**src/rtl/halftone_frame_sequencer_pkg.sv**
```systemverilog
// Shared types and constants for the error-diffusion halftone frame sequencer.
// Optional build macro HTPV_ERR_CLAMP_EN is consumed by halftone_pixel_unit.
package halftone_frame_sequencer_pkg;

    typedef enum logic [1:0] {
        ST_IDLE = 2'd0,
        ST_RUN  = 2'd1,
        ST_DONE = 2'd2
    } state_t;

    localparam int PIX_W   = 8;
    localparam int ERR_W   = 9;
    localparam int CPV_W   = 11;
    // Weighted error sum peaks at 16*255 = 4080, so 13 signed bits suffice.
    localparam int SUM_W   = 13;
    localparam int W_SHIFT = 4;

    localparam logic signed [SUM_W-1:0] W_L  = 13'sd7;
    localparam logic signed [SUM_W-1:0] W_UL = 13'sd1;
    localparam logic signed [SUM_W-1:0] W_U  = 13'sd5;
    localparam logic signed [SUM_W-1:0] W_UR = 13'sd3;

    localparam logic [PIX_W-1:0] DPV_WHITE = 8'd255;

    function automatic logic signed [SUM_W-1:0] masked_err(
        input logic signed [ERR_W-1:0] v,
        input logic                    en
    );
        return en ? SUM_W'(v) : '0;
    endfunction

endpackage

```
**src/rtl/halftone_pixel_unit.sv**
```systemverilog
// Combinational per-pixel error-diffusion step: weighted neighbour error, threshold, residual.
// Define HTPV_ERR_CLAMP_EN to saturate the stored residual to [-128,127].
module halftone_pixel_unit
    import halftone_frame_sequencer_pkg::*;
#(
    parameter int THRESH = 128
) (
    input  logic [PIX_W-1:0]        i_pix,
    input  logic signed [ERR_W-1:0] i_el,
    input  logic signed [ERR_W-1:0] i_eul,
    input  logic signed [ERR_W-1:0] i_eu,
    input  logic signed [ERR_W-1:0] i_eur,
    input  logic                    i_mask_l,
    input  logic                    i_mask_ul,
    input  logic                    i_mask_u,
    input  logic                    i_mask_ur,
    output logic                    o_white,
    output logic signed [ERR_W-1:0] o_err
);

    localparam logic signed [CPV_W-1:0] THRESH_CPV = CPV_W'(THRESH);
    localparam logic signed [CPV_W-1:0] WHITE_CPV  = CPV_W'(DPV_WHITE);

    logic signed [SUM_W-1:0] w_sum;
    logic signed [CPV_W-1:0] w_eav;
    logic signed [CPV_W-1:0] w_cpv;
    logic signed [CPV_W-1:0] w_err_full;

    assign w_sum = W_L  * masked_err(i_el,  i_mask_l)
                 + W_UL * masked_err(i_eul, i_mask_ul)
                 + W_U  * masked_err(i_eu,  i_mask_u)
                 + W_UR * masked_err(i_eur, i_mask_ur);

    // Arithmetic shift floors negative sums, which is what the diffusion kernel wants.
    assign w_eav      = CPV_W'(w_sum >>> W_SHIFT);
    assign w_cpv      = $signed({{(CPV_W-PIX_W){1'b0}}, i_pix}) + w_eav;
    assign o_white    = (w_cpv >= THRESH_CPV);
    assign w_err_full = w_cpv - (o_white ? WHITE_CPV : '0);

`ifdef HTPV_ERR_CLAMP_EN
    always_comb begin
        // NOTE: assign a default first in every always_comb so no path can infer a latch.
        o_err = ERR_W'(w_err_full);
        if (w_err_full > 11'sd127)
            o_err = 9'sd127;
        else if (w_err_full < -11'sd128)
            o_err = -9'sd128;
    end
`else
    assign o_err = ERR_W'(w_err_full);
`endif

endmodule

```
**src/rtl/halftone_frame_sequencer.sv**
```systemverilog
// Raster-order error-diffusion halftoner: one pixel per accepted beat, one packed row out per image row.
// Optional build macro HTPV_ERR_CLAMP_EN (see halftone_pixel_unit) saturates stored errors.
module halftone_frame_sequencer
    import halftone_frame_sequencer_pkg::*;
#(
    parameter int ROWS   = 6,
    parameter int COLS   = 8,
    parameter int THRESH = 128,
    localparam int ROW_W = (ROWS > 1) ? $clog2(ROWS) : 1,
    localparam int COL_W = $clog2(COLS)
) (
    input  logic             i_clock,
    input  logic             i_reset,
    input  logic             i_go,
    input  logic             i_pix_valid,
    input  logic [PIX_W-1:0] i_pix_data,
    output logic             o_pix_ready,
    output logic             o_busy,
    output logic             o_row_valid,
    output logic [ROW_W-1:0] o_row_idx,
    output logic [COLS-1:0]  o_row_bits,
    output logic             o_done
);

    state_t r_state;
    state_t w_state_next;

    logic [ROW_W-1:0]        r_row;
    logic [COL_W-1:0]        r_col;
    logic signed [ERR_W-1:0] r_line [COLS];
    logic signed [ERR_W-1:0] r_el;
    logic signed [ERR_W-1:0] r_eul;
    logic [COLS-1:0]         r_shift;
    logic                    r_row_valid;
    logic [ROW_W-1:0]        r_row_idx;
    logic [COLS-1:0]         r_row_bits;

    logic                    w_accept;
    logic                    w_first_row;
    logic                    w_first_col;
    logic                    w_last_row;
    logic                    w_last_col;
    logic [COL_W-1:0]        w_col_nx;
    logic [COL_W-1:0]        w_bit_idx;
    logic signed [ERR_W-1:0] w_eu;
    logic signed [ERR_W-1:0] w_eur;
    logic                    w_white;
    logic signed [ERR_W-1:0] w_err;
    logic [COLS-1:0]         w_row_next;

    assign w_accept    = i_pix_valid && (r_state == ST_RUN);
    assign w_first_row = (r_row == '0);
    assign w_first_col = (r_col == '0);
    assign w_last_row  = (r_row == ROW_W'(ROWS - 1));
    assign w_last_col  = (r_col == COL_W'(COLS - 1));
    assign w_col_nx    = r_col + 1'b1;
    assign w_bit_idx   = COL_W'(COLS - 1) - r_col;

    assign w_eu  = r_line[r_col];
    assign w_eur = w_last_col ? '0 : r_line[w_col_nx];

    halftone_pixel_unit #(.THRESH(THRESH)) u_pixel (
        .i_pix     (i_pix_data),
        .i_el      (r_el),
        .i_eul     (r_eul),
        .i_eu      (w_eu),
        .i_eur     (w_eur),
        .i_mask_l  (!w_first_col),
        .i_mask_ul (!w_first_row && !w_first_col),
        .i_mask_u  (!w_first_row),
        .i_mask_ur (!w_first_row && !w_last_col),
        .o_white   (w_white),
        .o_err     (w_err)
    );

    always_comb begin
        w_row_next            = r_shift;
        w_row_next[w_bit_idx] = w_white;
    end

    always_comb begin
        w_state_next = r_state;
        case (r_state)
            ST_IDLE: if (i_go) w_state_next = ST_RUN;
            ST_RUN:  if (w_accept && w_last_col && w_last_row) w_state_next = ST_DONE;
            ST_DONE: w_state_next = ST_IDLE;
            default: w_state_next = ST_IDLE;
        endcase
    end

    // NOTE: sequential state uses non-blocking (<=) so every register samples pre-edge values.
    always_ff @(posedge i_clock or negedge i_reset) begin
        if (!i_reset)
            r_state <= ST_IDLE;
        else
            r_state <= w_state_next;
    end

    always_ff @(posedge i_clock or negedge i_reset) begin
        if (!i_reset) begin
            r_row       <= '0;
            r_col       <= '0;
            r_el        <= '0;
            r_eul       <= '0;
            r_shift     <= '0;
            r_row_valid <= 1'b0;
            r_row_idx   <= '0;
            r_row_bits  <= '0;
            // NOTE: the line buffer is small register storage, so it is reset like any other flop.
            for (int i = 0; i < COLS; i++)
                r_line[i] <= '0;
        end else begin
            r_row_valid <= 1'b0;
            if (w_accept) begin
                r_line[r_col] <= w_err;
                r_eul         <= w_eu;
                r_shift       <= w_row_next;
                if (w_last_col) begin
                    r_el        <= '0;
                    r_col       <= '0;
                    r_row       <= w_last_row ? '0 : r_row + 1'b1;
                    r_row_valid <= 1'b1;
                    r_row_idx   <= r_row;
                    r_row_bits  <= w_row_next;
                end else begin
                    r_el  <= w_err;
                    r_col <= w_col_nx;
                end
            end
        end
    end

    assign o_pix_ready = (r_state == ST_RUN);
    assign o_busy      = (r_state != ST_IDLE);
    assign o_done      = (r_state == ST_DONE);
    assign o_row_valid = r_row_valid;
    assign o_row_idx   = r_row_idx;
    assign o_row_bits  = r_row_bits;

endmodule

```
**config.mk**
```make
export PLATFORM = sky130hd
export DESIGN_NAME = halftone_frame_sequencer
export DESIGN_NICKNAME = d
export VERILOG_FILES = /design/src/rtl/halftone_frame_sequencer_pkg.sv /design/src/rtl/halftone_pixel_unit.sv /design/src/rtl/halftone_frame_sequencer.sv
export SDC_FILE = /design/constraint.sdc
export NUM_CORES = 1
export LEC_CHECK = 0
export BUFFER_PORTS_ARGS = -buffer_cell sky130_fd_sc_hd__buf_4
export CORE_MARGIN = 1
export CORE_UTILIZATION = 40
export CTS_CLUSTER_DIAMETER = 100
export DETAILED_ROUTE_END_ITERATION = 6
export PLACE_DENSITY = 0.6
export SLEW_MARGIN = 10
export SYNTH_ARGS = -nofsm -noshare
export SYNTH_HDL_FRONTEND = slang
export SYNTH_SLANG_ARGS = --single-unit
```
**constraint.sdc**
```tcl
create_clock -name i_clock -period 12 [get_ports i_clock]
set_input_delay 0.6 -clock i_clock [delete_from_list [all_inputs] [get_ports i_clock]]
set_output_delay 0.6 -clock i_clock [all_outputs]
set_load 0.1 [all_outputs]
```
==> impl_metrics.py <==
metrics = {
    "placement": {
        "hpwl_um": 15330,
        "port_buffers": 26,
        "dp.cells": 1135,
        "routabilityCongestion": 0.8126,
    },
    "worst_hold_path": {
        "hold_class": "input pin to asynchronous set/reset pin",
    },
    "routing": {
        "drtAntennaViolNets": 0,
        "wl_um": 20640,
        "drt_iter0_drc": 358,
        "vias_per_cell": 5.378,
        "dr.pass1.iters": 5,
        "vias": 6265,
        "wl_per_cell_um": 17.71,
        "drc": 0,
    },
    "die": {
        "die-area_um2": 22650,
        "core_area_um2": 21290,
        "die-height_um": 150.5,
        "start_util_pct": 41.43,
        "num_io_pins": 27,
        "die_width_um": 150.5,
        "rows": 53,
    },
    "clock_tree": {
        "ctsResizeCount": 0,
        "cts.reportedPaths.clkPinSlew_ps": 50,
        "clock_path_buffers": 2,
        "ctsHtreeMaxLevel": 4,
        "cts_made_buffers": 17,
        "cts_tree": "built",
        "clkSinkCount": 118,
        "ctsRootBufferMaster": "clkbuf_16",
        "cts_setup_buffers": 0,
        "insertion_delay_ps": 420,
        "cts_hold_buf": 0,
    },
    "yosys": {
        "synth_compound_area_share_pct": 11.28,
        "synth_most_common_cell": "dfrtp_1",
        "synthDistinctLibCells": 64,
        "synthTopCellsByCount": "dfrtp_1, nand2_1, inv_1, ha_1, fa_1",
        "yosys.area_share.simple_pct": 11.76,
        "synth.cell_area_um2": 8820,
        "ys_seq_area_share_pct": 33.48,
        "synth_seq_cells": 118,
        "syn_inst": 862,
        "synth_ff_type": "dfrtp_1",
        "synth_top_family_by_area": "adder cells",
        "synthDominantCellAreaShare_pct": 33.48,
        "synth_area_leaders": "dfrtp_1, fa_1, ha_1",
        "synth_fp_nets": 987,
        "avgSynthCellArea_um2": 10.23,
        "synth_warnings": 0,
        "yosysTopAreaCell": "dfrtp_1",
        "synthMuxAreaShare_pct": 13.25,
        "yosys.area_share.adder_pct": 20.71,
        "synth_edf_count": 0,
        "synthArstFlopShare_pct": 100.0,
        "synthXorXnorAreaFrac_pct": 3.532,
    },
    "global_route": {
        "grt-ovfl-total": 0,
        "grt_max_degree": 65,
        "grt_pass1_wl_um": 33980,
        "grt_usage_pct": 19.91,
        "first_global_vias": 6163,
        "antenna_found_initial": 0,
    },
    "layout": {
        "n_antenna_cell": 0,
        "drive_gt1_share_pct": 14.83,
        "nNetsFinal": 1004,
        "stdcell_count": 1165,
        "area_growth_pct": 12.10,
    },
    "critical_path": {
        "timing.rr.end": "r_line[65]$_DFFE_PN0P_",
        "critical_path_class": "flip-flop to flip-flop",
        "endpoint_kind": "flip-flop",
        "cp.required_ps": 12250,
        "critPathMostFrequentCell": "inv_1",
        "arrival_ps": 10410,
        "crit_path_max_fanout": 20,
        "startpoint_type": "flip-flop",
        "r2r-start": "r_col[1]$_DFFE_PN0P_",
        "cpMaxStageDelayCell": "ha_1",
        "max_stage_delay_ps": 760,
        "worst_r2r_path_depth": 34,
        "r2r_setup_slack_ps": 1840,
    },
    "sta": {
        "fmax_mhz": 98.42,
        "fin_crit_ps": 10160,
        "slew_violations": 0,
        "hold_slack_ps": 284.4,
        "min_period_over_period_pct": 84.67,
        "max_slew_margin_pct": 36.47,
        "worst_clock_skew_ps": 10.17,
        "setup_viol": 0,
        "setup_tns_ps": 0,
        "finalHoldViolCount": 0,
        "rsz0062_at_grt": "false",
        "worst_pin_slew_ps": 950.3,
    },
    "status": {
        "status": "finished, final reports clean",
    },
    "flow_run": {
        "maxCapViolations": 0,
    },
}
[placed cells by master (no fill, tap or decap), types with 4 or more instances in the layout]
| cell type | synthesis | final |
|---|---|---|
| and2_1 | 17 | 17 |
| fa_1 | 55 | 55 |
| nor2_1 | 47 | 47 |
| a22o_1 | 4 | 4 |
| nand2b_1 | 5 | 5 |
| nor3_1 | 8 | 8 |
| nand3b_1 | 4 | 4 |
| clkbuf_8 | 0 | 4 |
| a21o_1 | 6 | 6 |
| a21oi_1 | 26 | 26 |
| nor2b_1 | 7 | 7 |
| buf_4 | 0 | 36 |
| xnor2_1 | 16 | 16 |
| o21ai_1 | 35 | 35 |
| clkbuf_16 | 0 | 17 |
| o21a_1 | 6 | 6 |
| nand3_1 | 9 | 9 |
| xor2_1 | 4 | 4 |
| mux2i_1 | 20 | 20 |
| nand2_1 | 112 | 112 |
| a31oi_1 | 6 | 6 |
| xnor2_2 | 7 | 7 |
| mux2_1 | 17 | 17 |
| mux2_2 | 9 | 9 |
| o21ai_0 | 51 | 51 |
| inv_1 | 98 | 98 |
| mux4_2 | 30 | 30 |
| dfrtp_1 | 118 | 118 |
| ha_1 | 58 | 58 |
[worst max path at each step]
stage	slack, ps	end	from	cells past startpoint
floorplan	2030	r_line[13]$_DFFE_PN0P_	r_col[1]$_DFFE_PN0P_	41
global placement	2090	r_line[20]$_DFFE_PN0P_	r_col[1]$_DFFE_PN0P_	34
detailed placement	1920	r_line[38]$_DFFE_PN0P_	r_col[1]$_DFFE_PN0P_	34
CTS	1890	r_line[65]$_DFFE_PN0P_	r_col[1]$_DFFE_PN0P_	34
global route	1090	r_line[65]$_DFFE_PN0P_	r_col[1]$_DFFE_PN0P_	36
finish	1840	r_line[65]$_DFFE_PN0P_	r_col[1]$_DFFE_PN0P_	34
[routing by layer]
layer	global-route usage, %	vias up	wire [µm]
met4	5.354	0	313
met1	28.84	3117	9611
met5	0	-	0
met3	3.242	23	875
met2	30.83	145	9835
li1	-	2980	-
[through the flow]
stage	cell area, µm²	utilization [%]	worst slack (ps)
after floorplan	8820	-	2034
after global placement	9280	43.60	2086
after detailed placement	9280	43.60	1920
after CTS	9887	46.45	1889
after global routing	9887	46.45	1093
final	9887	46.45	1840
[state kept, by name, summed over array words and instances, names as in the netlist]
signal and count:
o_row_bits 8, r_col 3, r_el 9, o_row_idx 3, r_line 72, o_row_valid 1
r_state 2, r_shift 8, r_eul 9, r_row 3
[cells by family after synthesis]
kind of cell,after synthesis
AND/OR/NAND/NOR,228
multiplexers,76
buffers and inverters,137
adder cells (fa/ha/maj),113
AO/OA/AOI/OAI,162
flip-flops,118
XOR/XNOR,28
[critical path, delay by kind of cell, from the launching register on]
kind | cells | cell delay (ps)
AOI/OAI and AO/OA | 4 | 790
xor gates and xnor gates | 3 | 1120
adders and majority gates | 10 | 4450
buffers and inverters | 7 | 680
DFF | 1 | 340
muxes | 2 | 750
and+or+nand+nor | 8 | 1840
[final cells by class]
| class | count | area [µm²] |
|---|---|---|
| Inverter | 99 | 374.1 |
| Tap cell | 275 | 344.1 |
| Sequential cell | 118 | 2953 |
| Clock inverter | 8 | 122.6 |
| Timing Repair Buffer | 36 | 270.3 |
| Multi-Input combinational cell | 607 | 5339 |
| Clock buffer | 22 | 484.2 |
| Fill cell | 1992 | 11400 |
Power is not shown: default switching activity piles up to over one toggle a cycle in this logic, so the estimate is an artifact.
